`src/rtl/multicycle_pkg.sv`:
```
// multicycle_pkg: shared encodings for the multi-cycle MIPS control path.
// Holds the state enum, opcodes and the ALU / mux select codes.
package multicycle_pkg;

   typedef enum logic [3:0] {
      S_FETCH    = 4'd0,
      S_DECODE   = 4'd1,
      S_ADDR     = 4'd2,
      S_MEM_RD   = 4'd3,
      S_MEM_WR   = 4'd4,
      S_WB_MEM   = 4'd5,
      S_EXEC_R   = 4'd6,
      S_WB_ALU_R = 4'd7,
      S_EXEC_I   = 4'd8,
      S_WB_ALU_I = 4'd9,
      S_BRANCH   = 4'd10,
      S_JUMP     = 4'd11,
      S_FAULT    = 4'd12
   } state_t;

   localparam logic [5:0] OP_R    = 6'h00;
   localparam logic [5:0] OP_LW   = 6'h23;
   localparam logic [5:0] OP_SW   = 6'h2B;
   localparam logic [5:0] OP_BEQ  = 6'h04;
   localparam logic [5:0] OP_J    = 6'h02;
   localparam logic [5:0] OP_ADDI = 6'h08;

   localparam logic [1:0] ALUOP_ADD   = 2'b00;
   localparam logic [1:0] ALUOP_SUB   = 2'b01;
   localparam logic [1:0] ALUOP_FUNCT = 2'b10;

   localparam logic [1:0] SRCB_REG     = 2'b00;
   localparam logic [1:0] SRCB_FOUR    = 2'b01;
   localparam logic [1:0] SRCB_IMM     = 2'b10;
   localparam logic [1:0] SRCB_IMM_SH2 = 2'b11;

   localparam logic [1:0] PCSRC_ALU    = 2'b00;
   localparam logic [1:0] PCSRC_ALUOUT = 2'b01;
   localparam logic [1:0] PCSRC_JUMP   = 2'b10;

   // States whose exit to FETCH completes an instruction
   function automatic logic is_retire_state(input state_t s);
      return (s == S_WB_MEM)   || (s == S_WB_ALU_R) ||
             (s == S_WB_ALU_I) || (s == S_MEM_WR)   ||
             (s == S_BRANCH)   || (s == S_JUMP);
   endfunction

endpackage

```
`src/rtl/multicycle_controller_perf_counter.sv`:
```
// mc_perf_counter: enable-gated wrapping event counter.
// Cleared by the asynchronous active-low reset.
module mc_perf_counter #(
   parameter int unsigned W = 32
) (
   input  logic         i_clk,
   input  logic         i_rst_n,
   input  logic         i_en,
   output logic [W-1:0] o_cnt
);

   logic [W-1:0] r_cnt;

   // Count enabled cycles, wrapping naturally at 2^W
   always_ff @(posedge i_clk or negedge i_rst_n) begin
      if (!i_rst_n) r_cnt <= '0;
      else if (i_en) r_cnt <= r_cnt + W'(1);
   end

   assign o_cnt = r_cnt;

endmodule

```
`src/rtl/multicycle_controller.sv`:
```
// multicycle_controller: Moore FSM sequencing a shared-memory multi-cycle MIPS datapath.
// Optional MC_PERF_CNT_EN adds CycleCnt/RetireCnt performance counters.
module multicycle_controller
   import multicycle_pkg::*;
#(
   parameter int unsigned MAX_WAIT  = 15,
   parameter int unsigned CNT_WIDTH = 32
) (
   input  logic                 Clk,
   input  logic                 Rst,
   input  logic [5:0]           OpCode,
   input  logic                 Zero,
   input  logic                 MemReady,
   output logic                 PCWrite,
   output logic                 PCWriteCond,
   output logic                 IorD,
   output logic                 MemRead,
   output logic                 MemWrite,
   output logic                 IRWrite,
   output logic                 MemToReg,
   output logic                 RegDst,
   output logic                 RegWrite,
   output logic                 ALUSrcA,
   output logic [1:0]           ALUSrcB,
   output logic [1:0]           ALUOp,
   output logic [1:0]           PCSource,
   output logic                 IllegalOp,
`ifdef MC_PERF_CNT_EN
   output logic [CNT_WIDTH-1:0] CycleCnt,
   output logic [CNT_WIDTH-1:0] RetireCnt,
`endif
   output logic                 Fault
);

   state_t     r_state;
   state_t     w_next;
   logic [7:0] r_wait_cnt;
   logic [7:0] w_wait_nxt;
   logic       w_stall;
   logic       w_timeout;
   logic       w_unused_zero;

   // Zero is consumed by the datapath through PCWriteCond
   assign w_unused_zero = Zero;

   // Next-state decode; memory states stall while MemReady is low
   always_comb begin
      w_next  = r_state;
      w_stall = 1'b0;
      unique case (r_state)
         S_FETCH:  if (MemReady) w_next = S_DECODE;
                   else w_stall = 1'b1;
         S_DECODE: begin
            case (OpCode)
               OP_R:         w_next = S_EXEC_R;
               OP_LW, OP_SW: w_next = S_ADDR;
               OP_BEQ:       w_next = S_BRANCH;
               OP_J:         w_next = S_JUMP;
               OP_ADDI:      w_next = S_EXEC_I;
               default:      w_next = S_FETCH;
            endcase
         end
         S_ADDR:   w_next = (OpCode == OP_SW) ? S_MEM_WR : S_MEM_RD;
         S_MEM_RD: if (MemReady) w_next = S_WB_MEM;
                   else w_stall = 1'b1;
         S_MEM_WR: if (MemReady) w_next = S_FETCH;
                   else w_stall = 1'b1;
         S_EXEC_R: w_next = S_WB_ALU_R;
         S_EXEC_I: w_next = S_WB_ALU_I;
         S_WB_MEM, S_WB_ALU_R, S_WB_ALU_I,
         S_BRANCH, S_JUMP: w_next = S_FETCH;
         S_FAULT:  w_next = S_FAULT;
         default:  w_next = S_FETCH;
      endcase
      w_timeout  = w_stall && (r_wait_cnt == 8'(MAX_WAIT));
      w_wait_nxt = (w_stall && !w_timeout) ? r_wait_cnt + 8'd1 : 8'd0;
      if (w_timeout) w_next = S_FAULT;
   end

   // State and wait counter registers
   always_ff @(posedge Clk or negedge Rst) begin
      if (!Rst) begin
         r_state    <= S_FETCH;
         r_wait_cnt <= 8'd0;
      end else begin
         r_state    <= w_next;
         r_wait_cnt <= w_wait_nxt;
      end
   end

   // Moore control word per state; FETCH loads PC/IR only on a completed read
   always_comb begin
      PCWrite     = 1'b0;
      PCWriteCond = 1'b0;
      IorD        = 1'b0;
      MemRead     = 1'b0;
      MemWrite    = 1'b0;
      IRWrite     = 1'b0;
      MemToReg    = 1'b0;
      RegDst      = 1'b0;
      RegWrite    = 1'b0;
      ALUSrcA     = 1'b0;
      ALUSrcB     = SRCB_REG;
      ALUOp       = ALUOP_ADD;
      PCSource    = PCSRC_ALU;
      IllegalOp   = 1'b0;
      Fault       = 1'b0;
      unique case (r_state)
         S_FETCH: begin
            MemRead  = 1'b1;
            ALUSrcB  = SRCB_FOUR;
            IRWrite  = MemReady & Rst;
            PCWrite  = MemReady & Rst;
         end
         S_DECODE: begin
            ALUSrcB   = SRCB_IMM_SH2;
            IllegalOp = (w_next == S_FETCH);
         end
         S_ADDR: begin
            ALUSrcA = 1'b1;
            ALUSrcB = SRCB_IMM;
         end
         S_MEM_RD: begin
            MemRead = 1'b1;
            IorD    = 1'b1;
         end
         S_MEM_WR: begin
            MemWrite = 1'b1;
            IorD     = 1'b1;
         end
         S_WB_MEM: begin
            RegWrite = 1'b1;
            MemToReg = 1'b1;
         end
         S_EXEC_R: begin
            ALUSrcA = 1'b1;
            ALUOp   = ALUOP_FUNCT;
         end
         S_WB_ALU_R: begin
            RegWrite = 1'b1;
            RegDst   = 1'b1;
         end
         S_EXEC_I: begin
            ALUSrcA = 1'b1;
            ALUSrcB = SRCB_IMM;
         end
         S_WB_ALU_I: RegWrite = 1'b1;
         S_BRANCH: begin
            ALUSrcA     = 1'b1;
            ALUOp       = ALUOP_SUB;
            PCWriteCond = 1'b1;
            PCSource    = PCSRC_ALUOUT;
         end
         S_JUMP: begin
            PCWrite  = 1'b1;
            PCSource = PCSRC_JUMP;
         end
         S_FAULT:  Fault = 1'b1;
         default: ;
      endcase
   end

`ifdef MC_PERF_CNT_EN
   logic w_cyc_en;
   logic w_ret_en;

   assign w_cyc_en = (r_state != S_FAULT);
   assign w_ret_en = is_retire_state(r_state) && (w_next == S_FETCH);

   mc_perf_counter #(.W(CNT_WIDTH)) u_cycle_cnt (
      .i_clk   (Clk),
      .i_rst_n (Rst),
      .i_en    (w_cyc_en),
      .o_cnt   (CycleCnt)
   );

   mc_perf_counter #(.W(CNT_WIDTH)) u_retire_cnt (
      .i_clk   (Clk),
      .i_rst_n (Rst),
      .i_en    (w_ret_en),
      .o_cnt   (RetireCnt)
   );
`else
   logic [CNT_WIDTH-1:0] w_unused_cnt;
   assign w_unused_cnt = '0;
`endif

endmodule

```
`config.mk`:
```
export PLATFORM = sky130hd
export DESIGN_NAME = multicycle_controller
export DESIGN_NICKNAME = d
export VERILOG_FILES = /design/src/rtl/multicycle_pkg.sv /design/src/rtl/multicycle_controller_perf_counter.sv /design/src/rtl/multicycle_controller.sv
export SDC_FILE = /design/constraint.sdc
export NUM_CORES = 1
export LEC_CHECK = 0
export ABC_AREA = 1
export CORE_AREA = 2 2 52 54
export DETAILED_ROUTE_END_ITERATION = 12
export DIE_AREA = 0 0 54 56
export PLACE_DENSITY = 0.68
export SLEW_MARGIN = 20
export SYNTH_ARGS = -nofsm -noshare
export SYNTH_HDL_FRONTEND = slang
export SYNTH_SLANG_ARGS = --single-unit
```
`constraint.sdc`:
```
create_clock -name Clk -period 4.65 [get_ports Clk]
set_input_delay 1.1625 -clock Clk [delete_from_list [all_inputs] [get_ports Clk]]
set_output_delay 1.1625 -clock Clk [all_outputs]
set_load 0.05 [all_outputs]
```
# --- Yosys cells after proc, flatten, opt, wreduce, memory -nomap -nowiden ---
# Index checks and enable logic that the tools add are counted.
# Widths: inputs -> output; s select.
totals:
  wordCells: 60
  out_inout_bits: 18
  ff_bits: 12
  input_bits: 10
op_classes:
  mux: 25
  n_addsub: 1
  bitwise_logic: 1
  n_eq_ne: 18
  reduce_logical: 13
op_table:
  columns: ["op", "n"]
  rows:
  - ["$pmux 4 s8", 1]
  - ["$eq 4x4->1 const B", 5]
  - ["$pmux 4 s5", 1]
  - ["$eq 4x3->1 const B", 4]
  - ["$mux 4", 4]
  - ["$mux 1", 13]
  - ["$eq 6x6->1 const B", 2]
  - ["$add 8x1->8 const B", 1]
  - ["$eq 4x2->1 const B", 2]
  - ["$eq 8x4->1 const B", 1]
  - ["$logic_not 4->1", 2]
  - ["$mux 8", 1]
  - ["$pmux 2 s2", 2]
  - ["$reduce_or 2->1", 4]
  - ["$eq 6x2->1 const B", 1]
  - ["$eq 6x3->1 const B", 1]
  - ["$eq 6x4->1 const B", 1]
  - ["$logic_not 6->1", 1]
  - ["$pmux 2 s3", 1]
  - ["$reduce_or 3->1", 2]
  - ["$eq 4x1->1 const B", 1]
  - ["$reduce_or 4->1", 1]
  - ["$mux 3", 1]
  - ["$logic_and 1x1->1", 2]
  - ["3 further kinds", 3]

# --- Longest topological paths before layout ---
depth:
  ltp_word: 7
  depth_mapped: 10
  depth_no_buf: 10

# --- Worst setup path after synthesis ---
# OpenSTA, ideal clock, no wires.
synth_path:
  path_kind: "input -> output"
  startpoint: "input OpCode[4]"
  endpoint: "output IllegalOp"
  n_path_buf: 0
  t_required_ns: 3.488
  arrival_ns: 2.428
  cell_stages: 9
  path_slack_ns: 1.059
  cell_sequence: "inv_1 nand2_1 nor2_1 nand2_1 nand2_1 nand3_1 nor2_1 nand3_1 nor2_1"
synth_via:
  elab_chain_cells: 7
  word_cells_on_any_way: 13
  classes_between: "eq/ne (5); mux (5); reduce/logical (3)"
synth_lines:
  columns: ["item", "line_no", "rtl"]
  rows:
  - ["start, declared", "multicycle_controller.sv:11", "input logic [5:0] OpCode,"]
  - ["$eq 6x6->1, on equally long branches", "multicycle_controller.sv:54, multicycle_controller.sv:63", null]
  - ["$reduce_or 2->1", "multicycle_controller.sv:54", "case (OpCode)"]
  - ["$pmux 4 s5", "multicycle_controller.sv:54", null]
  - ["$pmux 4 s8 (*)", "multicycle_controller.sv:50", "unique case (r_state)"]
  - ["$mux 4 (*)", "multicycle_controller.sv:77", "if (w_timeout) w_next = S_FAULT;"]
  - ["$logic_not 4->1 (*)", "multicycle_controller.sv:117", "IllegalOp = (w_next == S_FETCH);"]
  - ["$mux 1 (*)", "multicycle_controller.sv:108", "unique case (r_state)"]
  - ["end, declared", "multicycle_controller.sv:27", "output logic IllegalOp,"]
# Mark *: on every way between the ends. The rest lies on a longest branch, timed or not.

# --- Worst setup path in the final report ---
layout_path:
  startpoint: "input MemReady"
  endpoint: "output PCWrite"
layout_via:
  elab_chain_cells: 2
layout_lines:
  columns: ["item", "line_no", "rtl"]
  rows:
  - ["start, declared", "multicycle_controller.sv:13", "input logic MemReady,"]
  - ["$and 1x1->1", "multicycle_controller.sv:113", "PCWrite = MemReady & Rst;"]
  - ["$pmux 1 s2", "multicycle_controller.sv:108", null]
  - ["end, declared", "multicycle_controller.sv:14", "output logic PCWrite,"]
# No other way between the ends.

==> reports/qor_table.md <==
| Metric | Value |
| --- | --- |
| Outcome | complete, no violations |
| Drt wl/cell | 10.4 um |
| Minimum hold slack | 0.494 ns |
| Worst clock skew | 0.000815 ns |
| Nets@finish | 187 |
| Post-Syn Area | 952 um^2 |
| Grt total ovfl | 0 |
| Seq/Total Area, Yosys | 31.5% |
| Count of antenna-violating nets left after detailed routing | 0 |
| Power density of the placed cells | 510 mW/mm^2 |
| Leading cell types in the layout, fill and taps excluded | nor2_1 (36), nand2_1 (26), clkdlybuf4s50_1 (25) |
| Leading cell type in the layout, fill and taps excluded | nor2_1 |
| Max-slew violations | 0 |
| Seq cells post-synth | 12 |
| Share of layout cells above drive strength 1 | 16.7% |
| Clk root buf | clkbuf_4 |
| Mean instance size in the synthesized netlist | 6.52 um^2 |
| Switching fraction of total power | 54.5% |
| Hold-fix buffers at CTS | 0 |
| Initial DRC Count | 20 |
| Number of core rows | 18 |
| Max Fanout on Critical Path | 3 |
| Yosys synthesis warning count | 0 |
| Area enclosed by the die boundary | 0.00302 mm^2 |
| Hold Path Origin | r_wait_cnt[0] |
| DRC errors left | 0 |
| All-layer global routing usage | 15.5% |
| Final setup violating endpoints | 0 |
| Source of the worst register-to-register timing path | r_wait_cnt[0] |
| Leakage | 0.000646 uW |
| Peak Freq | 255 MHz |
| I/O pin count | 28 |
| Sum of negative setup slack | 0 ns |
| Routability-driven placement congestion ratio | 0.778 |
| Overall die height | 56 um |
| Type of origin of the critical path | input port |
| Clock Tree Buf Depth | 2 |
| Post-CTS Setup Inserts | 0 |
| Final Routed Wirelength | 2.11 mm |
| Maximum ir drop on the vdd rail | 0.000339 V |
| Via total after detailed routing | 977 |
| Final design area excluding fillers | 0.00126 mm^2 |
| Synthesized Nets | 157 |
| TritonCTS clock tree | built |
| Post-Syn Instances | 146 |
| Wire length of the first global-routing pass | 3.66 mm |
| CP Capture Type | output pin |
| Via count of the first global-routing pass | 900 |
| First-pass iteration count of the detailed router | 4 |
| Worst-path clk slew | 0.06 ns |
| Port buffer count | 26 |
| Cell variety after synth | 25 |
| Total CTS buffers | 3 |
| Worst flop-to-flop path endpoint | r_wait_cnt[6] |
| Post-detailed-placement cell area | 0.00124 mm^2 |
| Worst relative slew slack | 66.5% |
| Internal Dissipation | 293 uW |
| Final min period | 3.92 ns |
| Portion of the clock cycle consumed by the worst path in the final layout | 84.4% |
| Core box area | 0.00243 mm^2 |
| Maximum number of pins on one net before global-route repair | 13 |
| Register-to-register path setup slack | 3.21 ns |
| Clk pwr share | 9.3% |
| Worst-margin pin slew | 0.501 ns |
| Post_cts resized | 0 |
| WHS Path Cells | 1 |
| Number of antenna violations at the first check in global routing | 0 |
| Post-detailed-placement half-perimeter wirelength | 1.80 mm |
| Initial standard-cell utilization of the core | 39.1% |
| Number of H-tree branching levels | 1 |
| Net Sw Power | 351 uW |
| Worst skew pair latency | 0.27 ns |
| Num Clock Sinks | 12 |
| Signal arrival time at the worst endpoint | 2.76 ns |
| Reg2reg path depth | 6 |
| Antenna diode instance count | 0 |
| Placed cell count | 201 |
| Unrepaired setup endpoints after global routing | false |
| Final hold violation count | 0 |
| Worst-case hold path end point | r_wait_cnt[0] |
| Number of cells in the finished layout apart from fillers | 204 |
| Number of max-cap violations | 0 |
| Area Overhead vs Synth | 32.6% |
| Worst Setup Path Type | in -> out |
| Per-cell via count in the routed design | 4.79 |
| Path type of the worst min-delay path | reg -> reg |
| Combinational share of power | 67.3% |
| Data required time at the worst endpoint | 3.49 ns |
| Share of power burned in registers | 23.3% |
| Die Wd | 54 um |
## layer usage
layer | GRT usage (%) | vias to the layer above | wire, um
li1 | - | 507 | -
met5 | 0 | - | 0
met3 | 1.61 | 4 | 81
met1 | 20.1 | 444 | 963
met2 | 26.7 | 22 | 1050
met4 | 4.29 | 0 | 15
## kinds of logic after synthesis
group	share of synthesized area, %
simple gates	47.6
flops	31.5
buf+inv	11.6
xor+xnor	2.76
fa+ha+maj	1.31
compound gates	5.26
## how the worst max path moves through the flow
stage | from | end | slack (ns) | depth (start not counted)
floorplan | OpCode[4] | IllegalOp | 1.06 | 9
CTS | MemReady | PCWrite | 0.74 | 4
global route | OpCode[1] | IllegalOp | 0.54 | 10
global placement | MemReady | PCWrite | 0.74 | 4
detailed placement | MemReady | PCWrite | 0.74 | 4
finish | MemReady | PCWrite | 0.73 | 4
## cell usage after synthesis
cell type	n	share of area (%)
o22ai_1	2	1.3
nor3_1	1	0.53
nor3b_2	1	1.3
dfrtp_1	12	32
ha_1	1	1.3
clkinv_2	1	0.53
buf_4	2	1.6
nor3_2	1	1.1
nor2_2	4	2.6
nand2_2	7	4.6
nand3_1	15	7.9
nand4_1	3	2.0
nor2_4	1	1.2
a21oi_1	1	0.53
a31o_2	1	0.92
nand3_2	1	1.1
inv_2	5	2.0
xor2_1	2	1.8
or3b_2	1	0.92
o21ai_4	1	1.7
nand2_1	26	10
nor2_1	36	14
inv_1	19	7.5
o211ai_1	1	0.79
xnor2_1	1	0.92
## cell type report
class / instances / area [um^2]
fillers: 250 / 1170
inverters: 25 / 95.1
flip-flops and latches: 12 / 300
clock buffers: 3 / 22.5
repair buffers: 27 / 265
well taps: 30 / 37.5
multi-input cells: 107 / 542
## flip-flops by register name, indices dropped and copies added (netlist names)
name / count
r_state: 4
r_wait_cnt: 8
## critical path, cell delays in order
cell and delay, ns:
clkdlybuf4s50_1 0.51, nand3_1 0.14, o22ai_1 0.13, clkdlybuf4s50_1 0.82
## power by group through the flow
stage / combinational, uW / sequential [uW] / clock (uW)
floorplan: 317 / 146 / 0
finish: 433 / 150 / 60.1
detailed placement: 435 / 152 / 0
CTS: 436 / 150 / 62.2
global route: 469 / 155 / 66.9
global placement: 432 / 150 / 0
## stage by stage
| step | power, uW | utilization (%) | setup slack (ns) |
|---|---|---|---|
| final | 644 | 51.9 | 0.726 |
| after global placement | 582 | 51.0 | 0.737 |
| after global routing | 691 | 51.9 | 0.541 |
| after detailed placement | 587 | 51.0 | 0.744 |
| after floorplan | 463 | - | 1.06 |
| after CTS | 648 | 51.9 | 0.737 |
Note: power is estimated with default switching activity, not from simulation.
